--- src/rtl/pipeline_hazard_ctrl_pkg.sv ---
// Shared definitions for the pipeline stall/flush sequencer:
// FSM state encodings, IF/ID flush NOP word, default register address width.
package pipeline_hazard_ctrl_pkg;

    localparam int REG_ADDR_W_DEF = 5;

    // sll $0,$0,0 : word loaded into IF/ID when it is flushed
    localparam logic [31:0] NOP_INSTR = 32'h0000_0000;

    typedef enum logic {
        ST_RUN      = 1'b0,
        ST_MEM_WAIT = 1'b1
    } state_t;

endpackage

--- src/rtl/pipeline_hazard_ctrl_load_use_detect.sv ---
// Load-use hazard compare: load in EX writes a register read by ID.
// Ports: mem_read/ex_rt (EX load), id_rs/id_rt (ID sources) -> hazard.
module pipeline_hazard_ctrl_load_use_detect #(
    parameter int REG_ADDR_W = 5
) (
    input  logic                  mem_read,
    input  logic [REG_ADDR_W-1:0] ex_rt,
    input  logic [REG_ADDR_W-1:0] id_rs,
    input  logic [REG_ADDR_W-1:0] id_rt,
    output logic                  hazard
);

    // $zero is never really written, so it cannot create a dependency
    assign hazard = mem_read
                  && (ex_rt != '0)
                  && ((ex_rt == id_rs) || (ex_rt == id_rt));

endmodule

--- src/rtl/pipeline_hazard_ctrl.sv ---
// Stall/flush sequencer for PC, IF/ID, ID/EX, EX/MEM, MEM/WB registers.
// Inputs: load-use operands, redirect_i, dmem_req_i/dmem_ack_i.
// Outputs: per-stage write/flush/bubble controls, sticky timeout_o.
// Option HAZARD_STALL_CNT_EN adds stall_cnt_o and flush_cnt_o counters.
module pipeline_hazard_ctrl
    import pipeline_hazard_ctrl_pkg::*;
#(
    parameter int REG_ADDR_W  = REG_ADDR_W_DEF,
    parameter int MEM_TIMEOUT = 64
`ifdef HAZARD_STALL_CNT_EN
    ,
    parameter int CNT_W       = 32
`endif
) (
    input  logic                  clk_i,
    input  logic                  rst_i,
    input  logic                  IDEX_memRead_i,
    input  logic [REG_ADDR_W-1:0] IDEX_rt_i,
    input  logic [REG_ADDR_W-1:0] IFID_rs_i,
    input  logic [REG_ADDR_W-1:0] IFID_rt_i,
    input  logic                  redirect_i,
    input  logic                  dmem_req_i,
    input  logic                  dmem_ack_i,
    output logic                  pc_write_o,
    output logic                  IFID_write_o,
    output logic                  IFID_flush_o,
    output logic                  IDEX_bubble_o,
    output logic                  stage_write_o,
    output logic                  MEMWB_bubble_o,
    output logic                  timeout_o
`ifdef HAZARD_STALL_CNT_EN
    ,
    output logic [CNT_W-1:0]      stall_cnt_o,
    output logic [CNT_W-1:0]      flush_cnt_o
`endif
);

    localparam int WCNT_W = $clog2(MEM_TIMEOUT + 1);
    localparam logic [WCNT_W-1:0] WCNT_MAX = WCNT_W'(MEM_TIMEOUT);

    state_t            state_q;
    state_t            state_d;
    logic [WCNT_W-1:0] wcnt_q;
    logic [WCNT_W-1:0] wcnt_d;
    logic              timeout_q;
    logic              timeout_d;
    logic              lu_hold_q;
    logic              lu_stall;
    logic              hazard;

    pipeline_hazard_ctrl_load_use_detect #(
        .REG_ADDR_W (REG_ADDR_W)
    ) u_load_use_detect (
        .mem_read (IDEX_memRead_i),
        .ex_rt    (IDEX_rt_i),
        .id_rs    (IFID_rs_i),
        .id_rt    (IFID_rt_i),
        .hazard   (hazard)
    );

    always_comb begin
        state_d        = state_q;
        wcnt_d         = wcnt_q;
        timeout_d      = timeout_q;
        lu_stall       = 1'b0;
        pc_write_o     = 1'b1;
        IFID_write_o   = 1'b1;
        stage_write_o  = 1'b1;
        IFID_flush_o   = 1'b0;
        IDEX_bubble_o  = 1'b0;
        MEMWB_bubble_o = 1'b0;

        case (state_q)
            ST_RUN: begin
                if (dmem_req_i && !dmem_ack_i) begin
                    pc_write_o     = 1'b0;
                    IFID_write_o   = 1'b0;
                    stage_write_o  = 1'b0;
                    MEMWB_bubble_o = 1'b1;
                    wcnt_d         = '0;
                    state_d        = ST_MEM_WAIT;
                end else if (hazard && !lu_hold_q) begin
                    // load moves on to MEM, ID holds, EX gets a bubble
                    pc_write_o    = 1'b0;
                    IFID_write_o  = 1'b0;
                    IDEX_bubble_o = 1'b1;
                    lu_stall      = 1'b1;
                end else if (redirect_i) begin
                    IFID_flush_o = 1'b1;
                end
            end
            ST_MEM_WAIT: begin
                if (dmem_ack_i) begin
                    wcnt_d  = '0;
                    state_d = ST_RUN;
                end else begin
                    pc_write_o     = 1'b0;
                    IFID_write_o   = 1'b0;
                    stage_write_o  = 1'b0;
                    MEMWB_bubble_o = 1'b1;
                    if (wcnt_q != WCNT_MAX) begin
                        wcnt_d = wcnt_q + 1'b1;
                    end
                    if (wcnt_d == WCNT_MAX) begin
                        timeout_d = 1'b1;
                    end
                end
            end
            default: state_d = ST_RUN;
        endcase

        if (!rst_i) begin
            pc_write_o     = 1'b0;
            IFID_write_o   = 1'b0;
            stage_write_o  = 1'b0;
            IFID_flush_o   = 1'b1;
            IDEX_bubble_o  = 1'b1;
            MEMWB_bubble_o = 1'b1;
        end
    end

    assign timeout_o = timeout_q;

    // lu_hold_q: the cycle after a load-use stall EX holds the bubble,
    // so the same hazard must not stall a second time
    always_ff @(posedge clk_i or negedge rst_i) begin
        if (!rst_i) begin
            state_q   <= ST_RUN;
            wcnt_q    <= '0;
            timeout_q <= 1'b0;
            lu_hold_q <= 1'b0;
        end else begin
            state_q   <= state_d;
            wcnt_q    <= wcnt_d;
            timeout_q <= timeout_d;
            lu_hold_q <= lu_stall;
        end
    end

`ifdef HAZARD_STALL_CNT_EN
    always_ff @(posedge clk_i or negedge rst_i) begin
        if (!rst_i) begin
            stall_cnt_o <= '0;
            flush_cnt_o <= '0;
        end else begin
            if (!pc_write_o) begin
                stall_cnt_o <= stall_cnt_o + 1'b1;
            end
            if (IFID_flush_o) begin
                flush_cnt_o <= flush_cnt_o + 1'b1;
            end
        end
    end
`endif

endmodule

--- config.mk ---
export PLATFORM = sky130hd
export DESIGN_NAME = pipeline_hazard_ctrl
export DESIGN_NICKNAME = d
export VERILOG_FILES = /design/src/rtl/pipeline_hazard_ctrl_pkg.sv /design/src/rtl/pipeline_hazard_ctrl_load_use_detect.sv /design/src/rtl/pipeline_hazard_ctrl.sv
export SDC_FILE = /design/constraint.sdc
export NUM_CORES = 1
export LEC_CHECK = 0
export ABC_CLOCK_PERIOD_IN_PS = 2200
export BUFFER_PORTS_ARGS = -buffer_cell sky130_fd_sc_hd__buf_2
export CORE_MARGIN = 8
export CORE_UTILIZATION = 40
export DETAILED_ROUTE_END_ITERATION = 6
export GPL_ROUTABILITY_DRIVEN = 0
export PLACE_DENSITY = 0.66
export SYNTH_ARGS = -nofsm -noshare
export SYNTH_HDL_FRONTEND = slang
export SYNTH_SLANG_ARGS = --single-unit
--- constraint.sdc ---
create_clock -name clk_i -period 2.2 [get_ports clk_i]
set_input_delay 0.33 -clock clk_i [delete_from_list [all_inputs] [get_ports clk_i]]
set_output_delay 0.33 -clock clk_i [all_outputs]
set_load 0.02 [all_outputs]
==> impl_metrics.csv <==
group,metric,value,unit
finish,layout_common_cells,"buf_2 (27), xnor2_1 (12), o21ai_0 (11)",
clock_network,clk_latency,270,ps
power_and_ir_drop,switchingPower,142,uW
clock_network,clk_pin_slew_worst_paths,60,ps
drt,via_per_inst,5.12,
timing,grt_setup_unrepaired,"no",
synthesis,synth_edf_count,0,
timing,tns,0,ps
clock_network,clock_sinks,10,
drt,initialDrtViolationCount,14,
synthesis,yosysWarnings,0,
timing,final.period_utilization,0.941,
finish,area_growth_syn_to_layout,21.8,%
power_and_ir_drop,pwr-share-clk,0.286,
synthesis,syn_avg_cell_area,9.03,um2
synthesis,ys_seq_elements,10,
clock_network,cts_tree,"built",
drt,drc,0,
place,port-buffer-count,27,
place,hpwlAfterDp,1.55,mm
drt,dr.pass1.iters,4,
floorplan,start_util,0.423,
worst_setup_path,slowest_delay,520,ps
synthesis,yosysUniqueCellTypes,33,
power_and_ir_drop,p_leak,0.473,nW
finish,antenna_cells,0,
synthesis,synthSimpleGateAreaFrac,0.266,
worst_setup_path,path_buf_inv,3,
synthesis,async_flop_share,1.00,
finish,post-route-util,0.515,
global_route,grt_pass1_wl,3.04,mm
timing,setup_viol,0,
synthesis,yosys.area_share.xor_xnor,0.128,
floorplan,rows,16,
synthesis,synth_adder_area_share,0.0304,
worst_setup_path,cp.depth,5,
power_and_ir_drop,ir_drop,264,uV
global_route,overflow,0,
timing,maxSlewViolCount,0,
synthesis,syn_nets,114,
timing,max_slew.worst_pin.slew,443,ps
worst_setup_path,worstPathCellList,"dlygate4sd3_1, buf_2, o21ai_0, a31oi_1, buf_2",
timing,skew,3.05,ps
clock_network,cts-root-buf,"clkbuf_4",
power_and_ir_drop,p_per_area,449,mW/mm2
worst_setup_path,critPathMaxFanout,13,
synthesis,synth_mux_area_frac,0.0137,
worst_setup_path,rrSetupSlack,450,ps
worst_setup_path,worstPathArrival,1740,ps
worst_setup_path,crit_top_cell,"buf_2",
drt,wl_per_cell,13.5,um
status,status,"finished, final reports clean",
worst_setup_path,cp_top_family,"buffers and inverters",
finish,mostFrequentLayoutCell,"buf_2",
clock_network,cts_buffers,3,
worst_setup_path,cp-endpoint,"IFID_write_o",
timing,relSlewSlack,0.705,
worst_setup_path,ff2ff_path_depth,5,
global_route,antenna_found_initial,0,
worst_hold_path,hold_class,"primary input to flop",
global_route,grt_start_max_net_pins,14,
floorplan,core_area,0.00194,mm2
finish,instances_no_fill,146,
worst_setup_path,reg2reg_to,"timeout_o$_DFFE_PN0P_",
floorplan,dieArea,0.00376,mm2
global_route,grt_use_total,0.105,
floorplan,die_h,61.3,um
worst_setup_path,crit_start,"rst_i",
worst_setup_path,cp-start-kind,"primary input",
power_and_ir_drop,combinationalPowerShare,0.267,
job,drv_cap,0,
power_and_ir_drop,p_sw_frac,0.316,
power_and_ir_drop,power.internal,308,uW
finish,fin_area,0.00100,mm2
synthesis,synth_top_family_by_area,"simple AND/OR/NAND/NOR gates",
drt,postRouteAntennaNets,0,
floorplan,io_pins,28,
drt,wl,1.97,mm
worst_setup_path,critPathKind,"primary input to primary output",
clock_network,cts.htree.levels,1,
power_and_ir_drop,seqPwrFrac,0.447,
worst_setup_path,worstPathRequired,1870,ps
drt,vias,748,
timing,fmax,483,MHz
global_route,grt_pass1_vias,772,
synthesis,synth_compound_area_frac,0.202,
timing,hold_violations,0,
worst_setup_path,end_kind,"primary output",
timing,timing.final.crit_period,2070,ps
worst_setup_path,r2r_start,"wcnt_q[0]$_DFFE_PN0P_",
place,dp_cells,142,
synthesis,ys.flop_type,"dfrtp_1",
finish,drive_gt1_frac,0.328,
synthesis,synthCells,91,
clock_network,cts-resized-gates,0,
worst_setup_path,worst_path_max_delay_cell,"dlygate4sd3_1",
finish,finalNetCount,144,
clock_network,clockBufferDepth,2,
synthesis,ys_seq_area_frac,0.304,
synthesis,synth_area,822,um2
place,place_area,968,um2
floorplan,fp.dieW,61.3,um
worst register-to-register path: cells and delay by family (launching register included):
kind | cells | cell delay, ps
adder cells (fa/ha/maj) | 1 | 340
AO/OA/AOI/OAI | 2 | 360
flip-flops | 1 | 490
AND/OR/NAND/NOR | 2 | 500
area by class of cell:
type / count / area, um2
tap: 27 / 33.8
fill: 198 / 941
sequential: 10 / 250
timing repair buffer: 28 / 145
inverter: 6 / 22.5
clock buffer: 3 / 22.5
multi-input combinational: 72 / 527
what timing repair did:
item / CTS / global route
hold buffers: 1 / 0
setup buffers: 0 / 0
hold endpoints to repair: 10 / 0
state kept, by name, indices dropped and copies added, names as in the netlist:
register / count
wcnt_q: 7
lu_hold_q: 1
state_q: 1
timeout_o: 1
synthesized netlist by cell type (2+ instances only):
cell | number | area [um2]
a21o_1 | 2 | 15.0
a21oi_1 | 4 | 20.0
a31oi_1 | 2 | 12.5
and3_1 | 2 | 12.5
buf_4 | 3 | 22.5
dfrtp_1 | 10 | 250
ha_1 | 2 | 25.0
inv_1 | 6 | 22.5
nand2_1 | 7 | 26.3
nand3_1 | 3 | 15.0
nor2_1 | 5 | 18.8
nor3b_1 | 2 | 15.0
o21ai_0 | 11 | 55.1
or4_1 | 2 | 15.0
xnor2_1 | 12 | 105
per-layer routing:
metal  track usage  wire [um]  vias to the layer above
met2         0.196       1080                       14
met3        0.0146         61                        5
met4        0.0584         38                        0
met5             0          0                        -
met1         0.110        791                      344
li1              -          -                      385
metrics by stage:
| stage | setup WS (ps) | hold slack, ps | power [mW] |
|---|---|---|---|
| after floorplan | 167 | 34.4 | 0.277 |
| after global placement | 335 | 219 | 0.320 |
| after detailed placement | 319 | 225 | 0.323 |
| after CTS | 105 | 261 | 0.456 |
| after global routing | 9.71 | 271 | 0.480 |
| final | 130 | 270 | 0.450 |
cell families (layout without fill, tap and decap cells):
kind of cell	after synthesis	count (layout)
and+or+nand+nor	32	32
AOI/OAI and AO/OA	25	25
xor gates and xnor gates	12	12
DFF	10	10
buffers and inverters	9	37
adders and majority gates	2	2
muxes	1	1
power by group through the flow:
stage	clock [mW]	combinational, mW	sequential, mW
after floorplan	0	0.0767	0.200
after global placement	0	0.117	0.203
after detailed placement	0	0.119	0.204
after CTS	0.134	0.121	0.200
after global routing	0.144	0.134	0.202
final	0.129	0.120	0.201
how the worst min path moves through the flow:
stage,cells past startpoint,end,startpoint,slack [ps]
floorplan,0,lu_hold_q$_DFF_PN0_,rst_i,30
global placement,1,wcnt_q[4]$_DFFE_PN0P_,rst_i,220
detailed placement,1,wcnt_q[5]$_DFFE_PN0P_,rst_i,230
CTS,2,state_q$_DFF_PN0_,dmem_ack_i,260
global route,2,state_q$_DFF_PN0_,dmem_ack_i,270
finish,2,state_q$_DFF_PN0_,dmem_ack_i,270
(Power assumes the default switching activity.)
